### config.mk
export PLATFORM = sky130hd
export DESIGN_NAME = uart_rx_param
export DESIGN_NICKNAME = d
export VERILOG_FILES = /design/src/rtl/uart_rx_param.sv
export SDC_FILE = /design/constraint.sdc
export NUM_CORES = 1
export LEC_CHECK = 0
export CAP_MARGIN = 20
export CORE_MARGIN = 2
export CORE_UTILIZATION = 57
export CTS_CLUSTER_DIAMETER = 120
export DETAILED_ROUTE_END_ITERATION = 8
export PLACE_DENSITY = 0.78
export SYNTH_ARGS = -nofsm -noshare
export SYNTH_HDL_FRONTEND = slang
export SYNTH_SLANG_ARGS = --single-unit
export TNS_END_PERCENT = 5
### constraint.sdc
create_clock -name clk -period 2.9 [get_ports clk]
set_clock_uncertainty 0.15 [all_clocks]
set_input_delay 0.58 -clock clk [delete_from_list [all_inputs] [get_ports clk]]
set_output_delay 0.58 -clock clk [all_outputs]
set_load 0.005 [all_outputs]
### src/rtl/uart_rx_param.sv
// uart_rx_param: parametrised UART receiver.
// Configurable data width (LSB first), optional even/odd parity, one or two
// stop bits, 2-flop input synchroniser, mid-bit sampling with start-bit glitch
// rejection, and per-frame parity / framing error flags delivered with a
// one-cycle valid strobe.
module uart_rx_param #(
  parameter int CLKS_PER_BIT = 2083,
  parameter int DATA_BITS    = 8,
  parameter int PARITY_EN    = 1,
  parameter int PARITY_ODD   = 0,
  parameter int STOP_BITS    = 1
) (
  input  logic                 clk,
  input  logic                 n_rst,
  input  logic                 rx_line,
  output logic [DATA_BITS-1:0] data,
  output logic                 valid,
  output logic                 parity_err,
  output logic                 frame_err,
  output logic                 busy
);

  localparam int CW = $clog2(CLKS_PER_BIT);
  localparam int BW = $clog2(DATA_BITS);
  localparam int H  = CLKS_PER_BIT / 2;

  // Counter values at which a sample is taken. The counter is 0 on the first
  // cycle of a state, so the sample lands on that state's Nth cycle.
  localparam logic [CW-1:0] CNT_LAST  = CW'(CLKS_PER_BIT - 1);
  localparam logic [CW-1:0] CNT_HALF  = CW'(H - 1);
  localparam logic [BW-1:0] BIT_LAST  = BW'(DATA_BITS - 1);
  localparam logic [BW-1:0] STOP_LAST = BW'(STOP_BITS - 1);
  localparam logic          PAR_ODD   = (PARITY_ODD != 0);
  localparam logic          PAR_ON    = (PARITY_EN != 0);

  typedef enum logic [2:0] {
    IDLE,
    START,
    DATA,
    PARITY,
    STOP
  } state_t;

  state_t state, state_nx;

  logic                 rx_meta, rx_s, rx_d;
  logic [CW-1:0]        cnt;
  logic [BW-1:0]        bit_cnt;
  logic [DATA_BITS-1:0] shreg;
  logic                 par_acc;   // running XOR of data bits
  logic                 par_bad;   // parity check result for this frame
  logic                 stop_bad;  // an earlier stop sample was low
  logic                 strobe;    // sample point in the current state
  logic                 last_stop; // final stop sample: frame complete

  // Two-flop synchroniser plus one delay flop for falling-edge detection.
  // All reset high so a reset never fabricates a start edge on an idle line.
  always_ff @(posedge clk) begin
    if (!n_rst) begin
      rx_meta <= 1'b1;
      rx_s    <= 1'b1;
      rx_d    <= 1'b1;
    end else begin
      rx_meta <= rx_line;
      rx_s    <= rx_meta;
      rx_d    <= rx_s;
    end
  end

  // FSM state register.
  always_ff @(posedge clk) begin
    if (!n_rst) state <= IDLE;
    else        state <= state_nx;
  end

  // Next-state decode and sample strobes.
  always_comb begin
    state_nx  = state;
    strobe    = 1'b0;
    last_stop = 1'b0;
    unique case (state)
      IDLE: begin
        // Only a genuine 1->0 transition arms the receiver; a line stuck
        // low (break, or trailing a framing error) is ignored.
        if (!rx_s && rx_d) state_nx = START;
      end
      START: begin
        if (cnt == CNT_HALF) begin
          strobe   = 1'b1;
          // High at mid-start means the low pulse was a glitch.
          state_nx = rx_s ? IDLE : DATA;
        end
      end
      DATA: begin
        if (cnt == CNT_LAST) begin
          strobe = 1'b1;
          if (bit_cnt == BIT_LAST) state_nx = PAR_ON ? PARITY : STOP;
        end
      end
      PARITY: begin
        if (cnt == CNT_LAST) begin
          strobe   = 1'b1;
          state_nx = STOP;
        end
      end
      STOP: begin
        if (cnt == CNT_LAST) begin
          strobe = 1'b1;
          if (bit_cnt == STOP_LAST) begin
            // Return to IDLE mid-stop-bit so a back-to-back start edge
            // arriving at the end of this stop bit is still caught.
            last_stop = 1'b1;
            state_nx  = IDLE;
          end
        end
      end
      default: state_nx = IDLE;
    endcase
  end

  // Baud/bit counters, shift register and per-frame error accumulation.
  always_ff @(posedge clk) begin
    if (!n_rst) begin
      cnt      <= '0;
      bit_cnt  <= '0;
      shreg    <= '0;
      par_acc  <= 1'b0;
      par_bad  <= 1'b0;
      stop_bad <= 1'b0;
    end else begin
      // Clear on every state entry and after each sample; CLKS_PER_BIT need
      // not be a power of two, so the counter never relies on wrap-around.
      if (state == IDLE || state_nx != state || strobe) cnt <= '0;
      else                                               cnt <= cnt + 1'b1;

      if (state_nx != state) bit_cnt <= '0;
      else if (strobe)       bit_cnt <= bit_cnt + 1'b1;

      if (state == START) begin
        par_acc  <= 1'b0;
        par_bad  <= 1'b0;
        stop_bad <= 1'b0;
      end

      if (strobe && state == DATA) begin
        shreg   <= {rx_s, shreg[DATA_BITS-1:1]};
        par_acc <= par_acc ^ rx_s;
      end

      if (strobe && state == PARITY) par_bad <= ((par_acc ^ rx_s) != PAR_ODD);

      if (strobe && state == STOP) stop_bad <= stop_bad | ~rx_s;
    end
  end

  // Output registers: updated together with a one-cycle valid, one clock
  // after the final stop sample. Errored frames are still delivered.
  always_ff @(posedge clk) begin
    if (!n_rst) begin
      data       <= '0;
      valid      <= 1'b0;
      parity_err <= 1'b0;
      frame_err  <= 1'b0;
    end else begin
      valid <= last_stop;
      if (last_stop) begin
        data       <= shreg;
        parity_err <= PAR_ON & par_bad;
        frame_err  <= stop_bad | ~rx_s;
      end
    end
  end

  assign busy = (state != IDLE);

endmodule

==> metrics.md, run 1 <==
| Metric | Value |
|---|---|
| Total congestion overflow | `0` |
| Fraction of registers with async set/reset | `0%` |
| CP arrival | `about 1.8 ns` |
| H-tree levels | `2` |
| VDD IR-drop max | `about 0.26 mV` |
| 1st-iter DRT viols | `between 100 and 150` |
| Fillers | `between 200 and 300` |
| Synthesis Warnings | `0` |
| Worst slew pin tran | `a little under 0.5 ns` |
| Final WL | `between 3000 and 4000 um` |
| Clk buf depth | `2` |
| Setup Viol. Count Final | `0` |
| Worst Path Max Fanout | `10` |
| Worst path required time | `~2.2 ns` |
| Post-route minimum period | `between 2 and 3 ns` |
| Final ANT Viol Nets | `0` |
| Predominant post-synthesis flop cell | `dfxtp_1` |
| Status | `completed` |
| Postcts setup bufs | `0` |
| Largest net degree at the start of global routing | `26` |
| Min setup slack post-route | `around 0.34 ns` |
| I/O Buffers | `14` |
| Max layer used | `met4` |
| Post-synth design cell area | `between 2000 and 2500 sq um` |
| P_leak | `0.767 nW` |
| Fraction of final layout cells with drive strength greater than 1 | `13.1%` |
| Worst path slowest cell | `dfxtp_1` |
| Post-synth EDFFs | `0` |
| Crit path launch type | `register` |
| Core area | `between 3000 and 4000 sq um` |
| Vias in the first global route | `roughly 1400` |
| I/O pin total | `15` |
| Final Hold Viols | `0` |
| Worst path cell trace | `inv_1, nand2_1, clkdlybuf4s50_1` |
| Sequential area share after synthesis | `between 40 and 50%` |
| Top cell type by total area after synthesis | `dfxtp_1` |
| Worst hold margin | `about 0.27 ns` |
| Area Growth Syn to Fin | `12.5%` |
| Full die area | `between 4000 and 5000 sq um` |
| #FFs+latches synth | `43` |
| DRC Markers | `0` |
| # diodes | `0` |
| GRT Util Overall | `20.4%` |
| Dpl ws | `0.479 ns` |
| Cell count after synthesis | `221` |
| Die Ht | `between 60 and 70 um` |
| Mapped Nets | `230` |
| Vias/cell | `around 5.4` |
| Die Span X | `~64 um` |
| Hold Crit Class | `reg2reg` |
| Slew HR | `between 60% and 70%` |
| DR pass1 iterations | `4` |
| Worst Setup End Kind | `primary output` |
| Final #Nets | `approximately 250` |
| Count leader, synth | `dfxtp_1` |
| Fmax | `~0.39 GHz` |
| Hold_buf cts | `0` |
| Yosys cell types | `48` |
| Syn Area/Cell | `~9.2 sq um` |
| Top cell type's share of synthesized area | `around 42%` |
| Met3 wire length | `around 150 um` |
| Synth cell count leaders | `dfxtp_1, nand2_1, nor2_1` |
| WL/cell | `between 10 and 15 um` |
| Critical path's top delay family | `buffers and inverters` |
| Clk slew on worst S/H paths | `0.15 ns` |
| Cts repair resizes | `0` |
| Pwr/cell area | `455 nW/um^2` |
| Post-route setup TNS | `0 ns` |
| Row count | `21` |
| Met1 WL | `~1800 um` |
| CP Class | `reg2out` |
| Initial core utilization | `between 50% and 60%` |
| Antenna violations before repair | `0` |
| Buf/Inv on CP | `2` |
| CP max stage delay | `about 0.65 ns` |
| Clk root buf | `clkbuf_4` |
| Gpl congestion | `around 0.86` |
| Met2 wire len | `1650 um` |
| Worst skew pair latency | `0.38 ns` |
| DP HPWL | `roughly 2500 um` |
| Vias | `1536` |
| CTS tree | `done` |
| Slew Viols, Final | `0` |
| RSZ-0062 raised after global routing | `false` |
| Synth top area cells | `dfxtp_1, mux2i_1, nand2_1` |
| First-pass GRT wire length | `about 6400 um` |
| Period utilization | `between 80% and 90%` |
| Clock Sinks | `43` |
| Max_cap viols | `0` |
| Number of buffers created by CTS | `5` |
==> cell usage in the layout, fill, tap and decap left out, drive strengths merged, types with 2 or more instances in the layout <==
| cell type | instances |
|---|---|
| o31a | 2 |
| xor2 | 5 |
| or3 | 2 |
| nand4 | 3 |
| nor4 | 8 |
| nor2b | 2 |
| mux2i | 11 |
| nand3 | 5 |
| a21oi | 11 |
| clkdlybuf4s50 | 14 |
| a31oi | 2 |
| dfxtp | 43 |
| nand2b | 5 |
| a211o | 2 |
| nand2 | 29 |
| nor2 | 27 |
| o21ai | 4 |
| clkbuf | 5 |
| xnor2 | 7 |
| nor3 | 11 |
| ha | 6 |
| buf | 4 |
| inv | 10 |
| and3 | 3 |
==> layout make-up <==
cell class,count,area [sq um],share of cell area (%)
timing repair buffer,18,170,7.46
tap,46,57.6,2.52
multi-input combinational,159,1070,47.1
inverter,9,33.8,1.48
clock inverter,3,47.5,2.08
sequential,43,861,37.7
clock buffer,5,37.5,1.64
==> per-stage QoR <==
| step | cells | utilization, % | area, sq um | power (mW) |
|---|---|---|---|---|
| after floorplan | 221 | - | 2030 | 0.639 |
| after global placement | 275 | 64.8 | 2200 | 0.649 |
| after detailed placement | 275 | 64.8 | 2200 | 0.649 |
| after CTS | 283 | 67.3 | 2280 | 1.05 |
| after global routing | 283 | 67.3 | 2280 | 1.07 |
| final | 283 | 67.3 | 2280 | 1.04 |
==> registers in the layout (all words and copies together) (netlist names) <==
name and count:
cnt 12, data 8, shreg 8, bit_cnt 3
state 3, frame_err 1, par_acc 1, par_bad 1
parity_err 1, rx_d 1, rx_meta 1, rx_s 1
stop_bad 1, valid 1
==> cell families after synthesis <==
| kind of cell | Yosys count | share of synthesized area [%] |
|---|---|---|
| fa+ha+maj | 6 | 3.70 |
| compound gates | 29 | 9.38 |
| mux | 12 | 6.17 |
| simple gates | 100 | 28.6 |
| buf+inv | 19 | 4.57 |
| flops | 43 | 42.4 |
| xor+xnor | 12 | 5.18 |
==> final timing paths <==
check | startpoint | endpoint | slack [ns] | depth (start not counted)
hold / removal | rx_meta | rx_s | 0.27 | 1
setup reg to reg | cnt[0] | cnt[5] | 0.45 | 8
hold reg to reg | rx_meta | rx_s | 0.27 | 1
setup / recovery | state[2] | busy | 0.34 | 3
==> power by group <==
| part | internal [mW] | total (mW) | leakage, nW | switching (mW) |
|---|---|---|---|---|
| combinational | 0.0134 | 0.0376 | 0.374 | 0.0242 |
| sequential | 0.594 | 0.599 | 0.347 | 0.00516 |
| clock | 0.186 | 0.401 | 0.0458 | 0.215 |
==> routing by layer <==
| metal | track usage (%) | vias up |
|---|---|---|
| met1 | 26.4 | 708 |
| li1 | - | 792 |
| met3 | 4.29 | 8 |
| met4 | 12.2 | 0 |
| met5 | 0 | - |
| met2 | 31.3 | 28 |
No activity file was read; power rests on OpenSTA's default activity.
==> run 2, diff against run 1 <==
--- a/config.mk
+++ b/config.mk
@@ -14,4 +14,3 @@
 export SYNTH_ARGS = -nofsm -noshare
 export SYNTH_HDL_FRONTEND = slang
 export SYNTH_SLANG_ARGS = --single-unit
-export TNS_END_PERCENT = 5
==> results of run 2 <==
Same layout as run 1: the final DEF is identical, and so are final timing and power.
==> run 3, diff against run 2 <==
--- a/config.mk
+++ b/config.mk
@@ -8,9 +8,11 @@
 export CAP_MARGIN = 20
 export CORE_MARGIN = 2
 export CORE_UTILIZATION = 57
+export CTS_BUF_LIST = sky130_fd_sc_hd__clkbuf_8 sky130_fd_sc_hd__clkbuf_16
 export CTS_CLUSTER_DIAMETER = 120
 export DETAILED_ROUTE_END_ITERATION = 8
 export PLACE_DENSITY = 0.78
 export SYNTH_ARGS = -nofsm -noshare
 export SYNTH_HDL_FRONTEND = slang
 export SYNTH_SLANG_ARGS = --single-unit
+export TNS_END_PERCENT = 1
==> run 3 against run 2 <==
  * Critical endpoint unchanged
  * Worst hold slack got worse by 0.011 ns
  * Design area increased by 1.4%
  * Clock power increased by 20%
  * Highest routed layer unchanged
  * Flip-flop and latch count unchanged
  * Die area unchanged
==> metrics.md, run 3 (synthesis gave the netlist of run 1 again) <==
| Metric | Value |
|---|---|
| Status | `completed` |
| Sw Ratio | `between 20% and 30%` |
| Hold Crit Class | `reg2reg` |
| DRC Markers | `0` |
| Area taken by multi-input logic gates | `roughly 1100 sq um` |
| Total congestion overflow | `0` |
| I/O Buffers | `14` |
| Antenna violations before repair | `0` |
| Sequential cell area | `861 sq um` |
| Final #Nets | `245` |
| P_int | `~0.87 mW` |
| WL/cell | `approximately 13 um` |
| Clock share of power | `between 40% and 50%` |
| Post-route setup TNS | `0 ns` |
| Worst path cell trace | `inv_1, nand2_1, clkdlybuf4s50_1` |
| Final WL | `~3800 um` |
| Cells on worst reg2reg path | `8` |
| Fillers | `255` |
| Reg-to-reg endpoint | `cnt[1]` |
| Flop pwr share | `~53%` |
| Setup Viol. Count Final | `0` |
| Total Power | `1.12 mW` |
| # diodes | `0` |
| Slew Viols, Final | `0` |
| 1st-iter DRT viols | `89` |
| Largest net degree at the start of global routing | `26` |
| Final ANT Viol Nets | `0` |
| Post-route minimum period | `roughly 2.5 ns` |
| Worst Path Max Fanout | `10` |
| Sw power | `about 0.25 mW` |
| RSZ-0062 raised after global routing | `false` |
| Slew HR | `between 60% and 70%` |
| CP Class | `reg2out` |
| Vias/cell | `around 5.5` |
| CTS tree | `done` |
| Min-delay src | `rx_meta` |
| Most common cell after layout, fill and taps aside | `dfxtp_1` |
| Hold Crit Depth | `1` |
| I/O pin total | `15` |
| Area Growth Syn to Fin | `14.1%` |
| Cts repair resizes | `0` |
| Vias | `1543` |
| Reg with most FFs | `cnt` |
| Die Span X | `about 64 um` |
| R2R setup slack | `roughly 0.42 ns` |
| Most frequent cells in the layout | `dfxtp_1, nand2_1, nor2_1` |
| Worst r2r src | `cnt[0]` |
| DR pass1 iterations | `4` |
| Combinational share of power | `3.4%` |
| Worst slew pin tran | `about 0.50 ns` |
| First-pass GRT wire length | `~6600 um` |
| Worst Setup End Kind | `primary output` |
| Worst path required time | `~2.2 ns` |
| Worst path slowest cell | `dfxtp_1` |
| Clk buf depth | `2` |
| VDD IR-drop max | `approximately 0.27 mV` |
| Pwr/cell area | `between 400 and 500 nW/um^2` |
| Max reg flops | `12` |
| Fraction of final layout cells with drive strength greater than 1 | `13.1%` |
| Hold_buf cts | `0` |
| Worst hold endpoint | `rx_s` |
| H-tree levels | `2` |
| CP arrival | `about 1.8 ns` |
| Biggest regs | `cnt x12, data x8, shreg x8` |
| Vias in the first global route | `about 1400` |
| DP HPWL | `about 2500 um` |
| CP max stage delay | `around 0.64 ns` |
| P_leak | `around 0.78 nW` |
| Die Ht | `about 64 um` |
| Row count | `21` |
| Number of buffers created by CTS | `5` |
| Initial core utilization | `59.8%` |
| Clock Sinks | `43` |
| Fmax | `approximately 0.4 GHz` |
| GRT Util Overall | `between 20% and 30%` |
| Worst skew pair latency | `roughly 0.31 ns` |
| Max_cap viols | `0` |
| Crit path launch type | `register` |
| Postcts setup bufs | `0` |
| Full die area | `a little over 4000 sq um` |
| Clk root buf | `clkbuf_8` |
| Final Hold Viols | `0` |
| Clk slew on worst S/H paths | `0.09 ns` |
| Gpl congestion | `around 0.86` |
| Core area | `about 3400 sq um` |
| Period utilization | `a little under nine tenths` |
## run 3: cell types whose count changed in the layout (fill, tap and decap cells not counted)
cell,previous run,this run
clkbuf_4,5,0
clkbuf_8,0,5
## run 3: critical path, delay by kind of cell, from the launching register on
kind | cells | cell delay, ns
buf+inv | 2 | 0.71
flops | 1 | 0.64
simple gates | 1 | 0.10
## run 3: power by group through the flow
stage | clock network (mW) | registers [mW] | logic (mW)
2_1_floorplan | 0 | 0.608 | 0.0316
3_3_place_gp | 0 | 0.611 | 0.0372
3_5_place_dp | 0 | 0.612 | 0.0375
4_1_cts | 0.488 | 0.598 | 0.0388
5_1_grt | 0.513 | 0.598 | 0.0424
6_report | 0.482 | 0.598 | 0.0386
## run 3: how the worst max path moves through the flow
stage               slack (ns)     start  cells past startpoint      end
floorplan                 0.75    cnt[0]                      9  cnt[10]
global placement          0.56    cnt[0]                      8   cnt[1]
detailed placement        0.48    cnt[0]                      8   cnt[5]
CTS                       0.41    cnt[0]                      8   cnt[1]
global route              0.25    cnt[0]                      8   cnt[5]
finish                    0.40  state[2]                      3     busy
## run 3: cell type report
type,instances,share of cell area (%)
Multi-Input combinational cell,159,46.5
Sequential cell,43,37.2
Timing Repair Buffer,18,7.36
Clock buffer,5,2.97
Tap cell,46,2.49
Clock inverter,3,2.06
Inverter,9,1.46
## run 3: per-stage QoR
stage / util [%] / hold slack, ns / setup WS, ns / cells / area, sq um
floorplan: - / 0.236 / 0.746 / 221 / 2030
global placement: 64.8 / 0.243 / 0.559 / 275 / 2200
detailed placement: 64.8 / 0.244 / 0.479 / 275 / 2200
CTS: 68.3 / 0.265 / 0.411 / 283 / 2310
global route: 68.3 / 0.306 / 0.251 / 283 / 2310
finish: 68.3 / 0.262 / 0.404 / 283 / 2310
## run 3: layer usage
metal | global-route usage (%) | vias up | wire length [um]
li1 | - | 787 | -
met1 | 27.1 | 718 | 1810
met2 | 32.8 | 32 | 1720
met3 | 6.96 | 6 | 186
met4 | 7.07 | 0 | 51
met5 | 0 | - | 0
